File: src/rtl/wb_dsp_master_engine_if.sv
// Wishbone B3 classic bus bundle for the DSP master port.
// The master modport is used by the engine and the slave modport by whatever answers it.
interface wb_dsp_master_engine_if #(
    parameter int unsigned aw = 32,
    parameter int unsigned dw = 32
);
    logic [aw-1:0] wb_adr_o;
    logic [dw-1:0] wb_dat_o;
    logic [3:0]    wb_sel_o;
    logic          wb_we_o;
    logic          wb_cyc_o;
    logic          wb_stb_o;
    logic [2:0]    wb_cti_o;
    logic [1:0]    wb_bte_o;
    logic [dw-1:0] wb_dat_i;
    logic          wb_ack_i;
    logic          wb_err_i;
    logic          wb_rty_i;

    modport master (
        output wb_adr_o, wb_dat_o, wb_sel_o, wb_we_o, wb_cyc_o, wb_stb_o, wb_cti_o, wb_bte_o,
        input  wb_dat_i, wb_ack_i, wb_err_i, wb_rty_i
    );

    modport slave (
        input  wb_adr_o, wb_dat_o, wb_sel_o, wb_we_o, wb_cyc_o, wb_stb_o, wb_cti_o, wb_bte_o,
        output wb_dat_i, wb_ack_i, wb_err_i, wb_rty_i
    );
endinterface

File: src/rtl/wb_dsp_master_engine.sv
// Block-transfer Wishbone master: turns one command into cmd_len classic single-word cycles,
// feeding read data to a valid/ready stream and pulling write data from another.
module wb_dsp_master_engine #(
    parameter int unsigned aw        = 32,
    parameter int unsigned dw        = 32,
    parameter int unsigned MAX_RETRY = 3,
    parameter int unsigned TIMEOUT   = 255
) (
    input  logic          wb_clk,
    input  logic          wb_rst,
    input  logic          cmd_start,
    input  logic          cmd_we,
    input  logic [aw-1:0] cmd_adr,
    input  logic [15:0]   cmd_len,
    output logic          cmd_busy,
    output logic          cmd_done,
    output logic [1:0]    cmd_status,
    input  logic [dw-1:0] wr_data,
    input  logic          wr_valid,
    output logic          wr_ready,
    output logic [dw-1:0] rd_data,
    output logic          rd_valid,
    input  logic          rd_ready,
    wb_dsp_master_engine_if.master wb
);
    localparam int unsigned LW = 16;
    localparam int unsigned TW = 8;
    localparam int unsigned RW = $clog2(MAX_RETRY + 2);

    localparam logic [1:0] ST_OK  = 2'd0;
    localparam logic [1:0] ST_ERR = 2'd1;
    localparam logic [1:0] ST_RTY = 2'd2;
    localparam logic [1:0] ST_TMO = 2'd3;

    typedef enum logic [2:0] {IDLE, LOAD, BUS, GAP, PUSH, DONE} state_t;

    state_t        state_q, state_n;
    logic [aw-1:0] base_q, base_n;
    logic [LW-1:0] len_q, len_n;
    logic [LW-1:0] idx_q, idx_n;
    logic          we_q, we_n;
    logic [RW-1:0] retry_q, retry_n;
    logic [TW-1:0] timer_q, timer_n;

    logic          cyc_q, cyc_n;
    logic [aw-1:0] adr_q, adr_n;
    logic          wbwe_q, wbwe_n;
    logic [dw-1:0] dat_q, dat_n;
    logic          busy_q, busy_n;
    logic          done_q, done_n;
    logic [1:0]    status_q, status_n;
    logic          wr_ready_q, wr_ready_n;
    logic [dw-1:0] rd_data_q, rd_data_n;
    logic          rd_valid_q, rd_valid_n;

    logic          last_word;

    assign last_word = (idx_q == len_q - LW'(1));

    // State and all registered outputs
    always_ff @(posedge wb_clk or negedge wb_rst) begin
        if (!wb_rst) begin
            state_q    <= IDLE;
            base_q     <= '0;
            len_q      <= '0;
            idx_q      <= '0;
            we_q       <= 1'b0;
            retry_q    <= '0;
            timer_q    <= '0;
            cyc_q      <= 1'b0;
            adr_q      <= '0;
            wbwe_q     <= 1'b0;
            dat_q      <= '0;
            busy_q     <= 1'b0;
            done_q     <= 1'b0;
            status_q   <= '0;
            wr_ready_q <= 1'b0;
            rd_data_q  <= '0;
            rd_valid_q <= 1'b0;
        end else begin
            state_q    <= state_n;
            base_q     <= base_n;
            len_q      <= len_n;
            idx_q      <= idx_n;
            we_q       <= we_n;
            retry_q    <= retry_n;
            timer_q    <= timer_n;
            cyc_q      <= cyc_n;
            adr_q      <= adr_n;
            wbwe_q     <= wbwe_n;
            dat_q      <= dat_n;
            busy_q     <= busy_n;
            done_q     <= done_n;
            status_q   <= status_n;
            wr_ready_q <= wr_ready_n;
            rd_data_q  <= rd_data_n;
            rd_valid_q <= rd_valid_n;
        end
    end

    // Next state; bus response priority is err > ack > rty > timeout
    always_comb begin
        state_n   = state_q;
        base_n    = base_q;
        len_n     = len_q;
        idx_n     = idx_q;
        we_n      = we_q;
        retry_n   = retry_q;
        timer_n   = timer_q;
        dat_n     = dat_q;
        status_n  = status_q;
        rd_data_n = rd_data_q;

        case (state_q)
            IDLE: begin
                if (cmd_start && !busy_q) begin
                    base_n  = cmd_adr & ~aw'(3);
                    len_n   = cmd_len;
                    we_n    = cmd_we;
                    idx_n   = '0;
                    retry_n = '0;
                    timer_n = '0;
                    if (cmd_len == '0) begin
                        status_n = ST_OK;
                        state_n  = DONE;
                    end else begin
                        state_n = cmd_we ? LOAD : BUS;
                    end
                end
            end
            LOAD: begin
                if (wr_valid && wr_ready_q) begin
                    dat_n   = wr_data;
                    state_n = BUS;
                end
            end
            BUS: begin
                if (wb.wb_err_i) begin
                    status_n = ST_ERR;
                    state_n  = DONE;
                end else if (wb.wb_ack_i) begin
                    retry_n = '0;
                    timer_n = '0;
                    if (!we_q) begin
                        rd_data_n = wb.wb_dat_i;
                        state_n   = PUSH;
                    end else if (last_word) begin
                        status_n = ST_OK;
                        state_n  = DONE;
                    end else begin
                        idx_n   = idx_q + LW'(1);
                        state_n = LOAD;
                    end
                end else if (wb.wb_rty_i) begin
                    timer_n = '0;
                    if ((32'(retry_q) + 32'd1) > MAX_RETRY) begin
                        status_n = ST_RTY;
                        state_n  = DONE;
                    end else begin
                        retry_n = retry_q + RW'(1);
                        state_n = GAP;
                    end
                end else if (timer_q == TW'(TIMEOUT - 1)) begin
                    status_n = ST_TMO;
                    state_n  = DONE;
                end else begin
                    timer_n = timer_q + TW'(1);
                end
            end
            GAP: state_n = BUS;
            PUSH: begin
                if (rd_ready) begin
                    if (last_word) begin
                        status_n = ST_OK;
                        state_n  = DONE;
                    end else begin
                        idx_n   = idx_q + LW'(1);
                        state_n = BUS;
                    end
                end
            end
            DONE: state_n = IDLE;
            default: state_n = IDLE;
        endcase
    end

    // Output register inputs derived from where the FSM is heading
    always_comb begin
        cyc_n      = (state_n == BUS);
        adr_n      = cyc_n ? (base_n + (aw'(idx_n) << 2)) : '0;
        wbwe_n     = cyc_n && we_n;
        wr_ready_n = (state_n == LOAD);
        rd_valid_n = (state_n == PUSH);
        busy_n     = (state_n != IDLE) || (state_q == DONE);
        done_n     = (state_q == DONE);
    end

    assign wb.wb_cyc_o = cyc_q;
    assign wb.wb_stb_o = cyc_q;
    assign wb.wb_adr_o = adr_q;
    assign wb.wb_we_o  = wbwe_q;
    assign wb.wb_dat_o = dat_q;
    assign wb.wb_sel_o = cyc_q ? 4'hF : 4'h0;
    assign wb.wb_cti_o = 3'b000;
    assign wb.wb_bte_o = 2'b00;

    assign cmd_busy   = busy_q;
    assign cmd_done   = done_q;
    assign cmd_status = status_q;
    assign wr_ready   = wr_ready_q;
    assign rd_data    = rd_data_q;
    assign rd_valid   = rd_valid_q;
endmodule
File: src/flat_wrapper.sv
// flat-port wrapper written by rule: the top's interface ports become plain ports
module wb_dsp_master_engine_flat 
#(
    parameter int unsigned aw        = 32,
    parameter int unsigned dw        = 32,
    parameter int unsigned MAX_RETRY = 3,
    parameter int unsigned TIMEOUT   = 255
)
  (wb_clk, wb_rst, cmd_start, cmd_we, cmd_adr, cmd_len, cmd_busy, cmd_done, cmd_status, wr_data, wr_valid, wr_ready, rd_data, rd_valid, rd_ready, wb_wb_adr_o, wb_wb_dat_o, wb_wb_sel_o, wb_wb_we_o, wb_wb_cyc_o, wb_wb_stb_o, wb_wb_cti_o, wb_wb_bte_o, wb_wb_dat_i, wb_wb_ack_i, wb_wb_err_i, wb_wb_rty_i);
  wb_dsp_master_engine_if #(.aw(aw), .dw(dw)) wb_i ();
  input  logic wb_clk;
  input  logic wb_rst;
  input  logic cmd_start;
  input  logic cmd_we;
  input  logic [aw-1:0] cmd_adr;
  input  logic [15:0] cmd_len;
  output logic cmd_busy;
  output logic cmd_done;
  output logic [1:0] cmd_status;
  input  logic [dw-1:0] wr_data;
  input  logic wr_valid;
  output logic wr_ready;
  output logic [dw-1:0] rd_data;
  output logic rd_valid;
  input  logic rd_ready;
  output wire logic [$bits(wb_i.wb_adr_o)-1:0] wb_wb_adr_o;
  output wire logic [$bits(wb_i.wb_dat_o)-1:0] wb_wb_dat_o;
  output wire logic [$bits(wb_i.wb_sel_o)-1:0] wb_wb_sel_o;
  output wire logic [$bits(wb_i.wb_we_o)-1:0] wb_wb_we_o;
  output wire logic [$bits(wb_i.wb_cyc_o)-1:0] wb_wb_cyc_o;
  output wire logic [$bits(wb_i.wb_stb_o)-1:0] wb_wb_stb_o;
  output wire logic [$bits(wb_i.wb_cti_o)-1:0] wb_wb_cti_o;
  output wire logic [$bits(wb_i.wb_bte_o)-1:0] wb_wb_bte_o;
  input wire logic [$bits(wb_i.wb_dat_i)-1:0] wb_wb_dat_i;
  input wire logic [$bits(wb_i.wb_ack_i)-1:0] wb_wb_ack_i;
  input wire logic [$bits(wb_i.wb_err_i)-1:0] wb_wb_err_i;
  input wire logic [$bits(wb_i.wb_rty_i)-1:0] wb_wb_rty_i;
  assign wb_wb_adr_o = wb_i.wb_adr_o;
  assign wb_wb_dat_o = wb_i.wb_dat_o;
  assign wb_wb_sel_o = wb_i.wb_sel_o;
  assign wb_wb_we_o = wb_i.wb_we_o;
  assign wb_wb_cyc_o = wb_i.wb_cyc_o;
  assign wb_wb_stb_o = wb_i.wb_stb_o;
  assign wb_wb_cti_o = wb_i.wb_cti_o;
  assign wb_wb_bte_o = wb_i.wb_bte_o;
  assign wb_i.wb_dat_i = wb_wb_dat_i;
  assign wb_i.wb_ack_i = wb_wb_ack_i;
  assign wb_i.wb_err_i = wb_wb_err_i;
  assign wb_i.wb_rty_i = wb_wb_rty_i;
  wb_dsp_master_engine #(.aw(aw), .dw(dw), .MAX_RETRY(MAX_RETRY), .TIMEOUT(TIMEOUT)) u_core (.wb_clk(wb_clk), .wb_rst(wb_rst), .cmd_start(cmd_start), .cmd_we(cmd_we), .cmd_adr(cmd_adr), .cmd_len(cmd_len), .cmd_busy(cmd_busy), .cmd_done(cmd_done), .cmd_status(cmd_status), .wr_data(wr_data), .wr_valid(wr_valid), .wr_ready(wr_ready), .rd_data(rd_data), .rd_valid(rd_valid), .rd_ready(rd_ready), .wb(wb_i));
endmodule
File: config.mk
export PLATFORM = sky130hd
export DESIGN_NAME = wb_dsp_master_engine_flat
export DESIGN_NICKNAME = d
export VERILOG_FILES = /design/src/rtl/wb_dsp_master_engine_if.sv /design/src/rtl/wb_dsp_master_engine.sv /design/src/flat_wrapper.sv
export SDC_FILE = /design/constraint.sdc
export NUM_CORES = 1
export LEC_CHECK = 0
export ABC_CLOCK_PERIOD_IN_PS = 6800
export BUFFER_PORTS_ARGS = -buffer_cell sky130_fd_sc_hd__buf_2
export CAP_MARGIN = 5
export CORE_ASPECT_RATIO = 2
export CORE_MARGIN = 4
export CORE_UTILIZATION = 54
export DETAILED_ROUTE_END_ITERATION = 8
export MAX_ROUTING_LAYER = met4
export PLACE_DENSITY_LB_ADDON = 0.3
export SYNTH_ARGS = -nofsm -noshare
export SYNTH_HDL_FRONTEND = slang
export SYNTH_SLANG_ARGS = --single-unit
File: constraint.sdc
create_clock -name wb_clk -period 6.8 [get_ports wb_clk]
set_input_delay 0.34 -clock wb_clk [delete_from_list [all_inputs] [get_ports wb_clk]]
set_output_delay 0.34 -clock wb_clk [all_outputs]
set_load 0.01 [all_outputs]
==> reports/metrics.yaml <==
yosys:
  ys_ff_latch: 183
  synth_top_cell_by_area: "dfrtp_1"
  ys_seq_area_frac: 0.487
  ys_types: 76
  synth-async-reset-ratio: 1.00
  netlist_area_mm2: 0.00940
  avgSynthCellArea_um2: 9.99
  synthFlopType: "dfrtp_1"
  netlist_top_cells_area: "dfrtp_1, mux2_2, nand2_1"
  post-synth-top-area-fraction: 0.487
  syn_inst: 941
  synth_edf_count: 0
  yosys_warnings: 0
pwr:
  p_int_mw: 2.75
  p_sw_mw: 1.82
  power_density_mw_per_mm2: 405
  total_power_mw: 4.58
  max-vdd-ir-drop_mv: 0.237
  pwr-share-seq: 0.378
  clkPwrFrac: 0.213
  leakage_nw: 5.67
  comb_power_share: 0.409
  sw_frac_of_total: 0.398
place:
  port_buffers: 227
  placed_cell_area_mm2: 0.0107
  dp_cells: 1350
  hpwl_mm: 19.2
  routabilityCongestion: 0.920
critical_path:
  crit_buf_inv: 1
  cp_cell_sequence: "or4_4 -> or3_4 -> a2111oi_4 -> o211ai_2 -> or4_4 -> a21oi_1 -> o22a_1 -> ha_1 -> inv_1 -> fa_1 -> nor2b_1 -> o21ai_0 -> nand3b_1 -> o211ai_1 -> o31ai_4 -> a21oi_2 -> nor2_4 -> a21oi_1 -> nor3_1"
  slowest_delay_ns: 0.65
  critical-path-top-delay-family: "simple AND/OR/NAND/NOR gates"
  cp.required_ns: 7.13
  worst-path-max-fanout: 12
  slowest_stage: "or4_4"
  critPathLaunchType: "register"
  end_kind: "register"
  cp.arrival_ns: 5.91
  worst-setup-path-type: "reg2reg"
global_routing:
  grt_max_degree: 123
  grt_usage: 0.268
  grt-ovfl-total: 0
  grt_pass1_vias: 8321
  antenna_found_initial: 1
  grt_pass1_wl_mm: 40.4
cells_and_area:
  final_nets: 1302
  layout_common_cells: "buf_2, dfrtp_1, nand2_1, nor2_1, mux2_2"
  n_fill_cell: 1441
  ff_latch_area_mm2: 0.00458
  multi_input_area_mm2: 0.00455
  drive_gt1_frac: 0.312
  final_cells: 1383
  design_area_mm2: 0.0113
  final_common_cell: "buf_2"
  area_growth_pct: 20.1
clock_tree:
  ctsResizeCount: 0
  postCtsSetupRepairBufs: 0
  cts_tree: "built"
  clockBufferDepth: 2
  cts_buffers: 17
  clockRootBuffer: "clkbuf_16"
  cts_sinks: 183
  clk_latency_ns: 0.44
  cts_hold_buf: 0
  htree_num_levels: 4
  path_clk_slew_ns: 0.08
sta:
  finalCritPeriodShare: 0.821
  setup_violations: 0
  fmax_ghz: 0.179
  relSlewSlack: 0.355
  grt_setup_unrepaired: "false"
  worst_pin_slew_ns: 0.968
  tns_ns: 0
  hold_violations: 0
  final-max-slew-violation-count: 0
  fin_skew_ns: 0.0111
  period_needed_ns: 5.58
  fin_hold_ws_ns: 0.0224
die:
  num_io_pins: 235
  start_util: 0.547
  rows: 68
  core_region_area_mm2: 0.0172
  die_h_um: 195
  dieArea_mm2: 0.0197
  die_width_um: 101
routing:
  final_antenna_net_count: 0
  wl_met3_mm: 1.36
  routed.top_layer: "met4"
  drc: 0
  dr_wl_met2_mm: 13.8
  drt-total-wl_mm: 25.1
  drt_iter0_drc: 351
  drt-wirelength-per-cell_um: 18.2
  vias_per_cell: 5.69
  vias: 7869
  drt-met1-wl_mm: 8.82
  drt_first_pass_iters: 5
min_path:
  min-delay-path-class: "in2async"
job:
  drv_cap: 0
status:
  status: "finished, final reports clean"
[final timing paths]
path,slack [ns],end,cells after the start,start
setup / recovery,1.22,u_core.wb.wb_adr_o[22]$_DFF_PN0_,19,u_core.len_q[9]$_DFFE_PN0P_
hold / removal,0.02,u_core.rd_data[19]$_DFFE_PN0P_,1,wb_rst
setup reg to reg,1.22,u_core.wb.wb_adr_o[22]$_DFF_PN0_,19,u_core.len_q[9]$_DFFE_PN0P_
hold reg to reg,0.48,u_core.base_q[0]$_DFF_PN0_,1,u_core.base_q[0]$_DFF_PN0_
max in group asynchronous,5.43,u_core.wb.wb_adr_o[14]$_DFF_PN0_,2,wb_rst
min in group wb_clk,0.11,u_core.len_q[2]$_DFFE_PN0P_,3,cmd_len[2]
[power by group through the flow]
| stage | sequential (mW) | combinational (mW) | clock [mW] |
|---|---|---|---|
| finish | 1.73 | 1.87 | 0.977 |
| global route | 1.78 | 2.06 | 1.03 |
| CTS | 1.73 | 1.88 | 0.990 |
| floorplan | 1.82 | 1.12 | 0 |
| detailed placement | 1.74 | 1.87 | 0 |
| global placement | 1.73 | 1.82 | 0 |
[through the flow]
| stage | worst slack (ns) | utilization |
|---|---|---|
| 6_report | 1.22 | 0.657 |
| 5_1_grt | 0.709 | 0.657 |
| 4_1_cts | 1.30 | 0.657 |
| 3_5_place_dp | 1.29 | 0.623 |
| 3_3_place_gp | 1.41 | 0.623 |
| 2_1_floorplan | 1.81 | - |
[layer usage]
layer / global-route usage / vias up
met2: 0.472 / 259
met5: - / -
met3: 0.0568 / 79
met4: 0.136 / 0
met1: 0.272 / 3789
li1: - / 3742
[cell families (layout without fill, tap and decap cells)]
family | count (synthesis) | in the layout | synth area share
xor gates and xnor gates | 38 | 38 | 0.0354
AOI/OAI and AO/OA | 155 | 155 | 0.113
adders and majority gates | 22 | 22 | 0.0301
and+or+nand+nor | 402 | 402 | 0.215
DFF | 183 | 183 | 0.487
other | 1 | 6 | 0.000399
muxes | 75 | 75 | 0.0888
buffers and inverters | 65 | 292 | 0.0309
[synthesized netlist by cell type (all sizes together) (3+ instances only)]
cell type,instances
a21oi,46
nor4,14
nand3,21
inv,20
and3,16
a221oi,3
or2,5
and2,13
o211ai,10
xnor2,24
dfrtp,183
o31ai,5
nand2b,9
a211oi,3
or4,7
a31oi,6
nor2,66
or3,9
nand3b,3
nand2,156
o21ai,39
nand4b,4
clkbuf,28
nand4,15
buf,17
o211a,3
o22a,3
nor3b,10
mux2,64
xor2,14
o22ai,5
nor4b,4
a21o,12
nor3,26
mux2i,11
ha,21
nor2b,17
[sequential cells by signal, summed over array words and instances (netlist names), named ones only]
signal,count
u_core.cmd_busy,1
u_core.rd_data,32
u_core.cmd_status,2
u_core.len_q,16
u_core.we_q,1
u_core.state_q,3
u_core.retry_q,3
u_core.wb.wb_adr_o,32
u_core.rd_valid,1
u_core.wb.wb_dat_o,32
u_core.idx_q,15
u_core.wb.wb_cyc_o,1
u_core.wb.wb_we_o,1
u_core.wr_ready,1
u_core.base_q,32
u_core.cmd_done,1
u_core.timer_q,8
[final cells by class]
| cell class | count | area share |
|---|---|---|
| diodes | 1 | 0.000222 |
| well taps | 210 | 0.0233 |
| clock buffers | 19 | 0.0401 |
| flip-flops and latches | 183 | 0.406 |
| repair buffers | 240 | 0.110 |
| multi-input cells | 697 | 0.403 |
| inverters | 20 | 0.00665 |
| clock inverters | 13 | 0.0115 |
No activity file was read; power rests on OpenSTA's default activity.
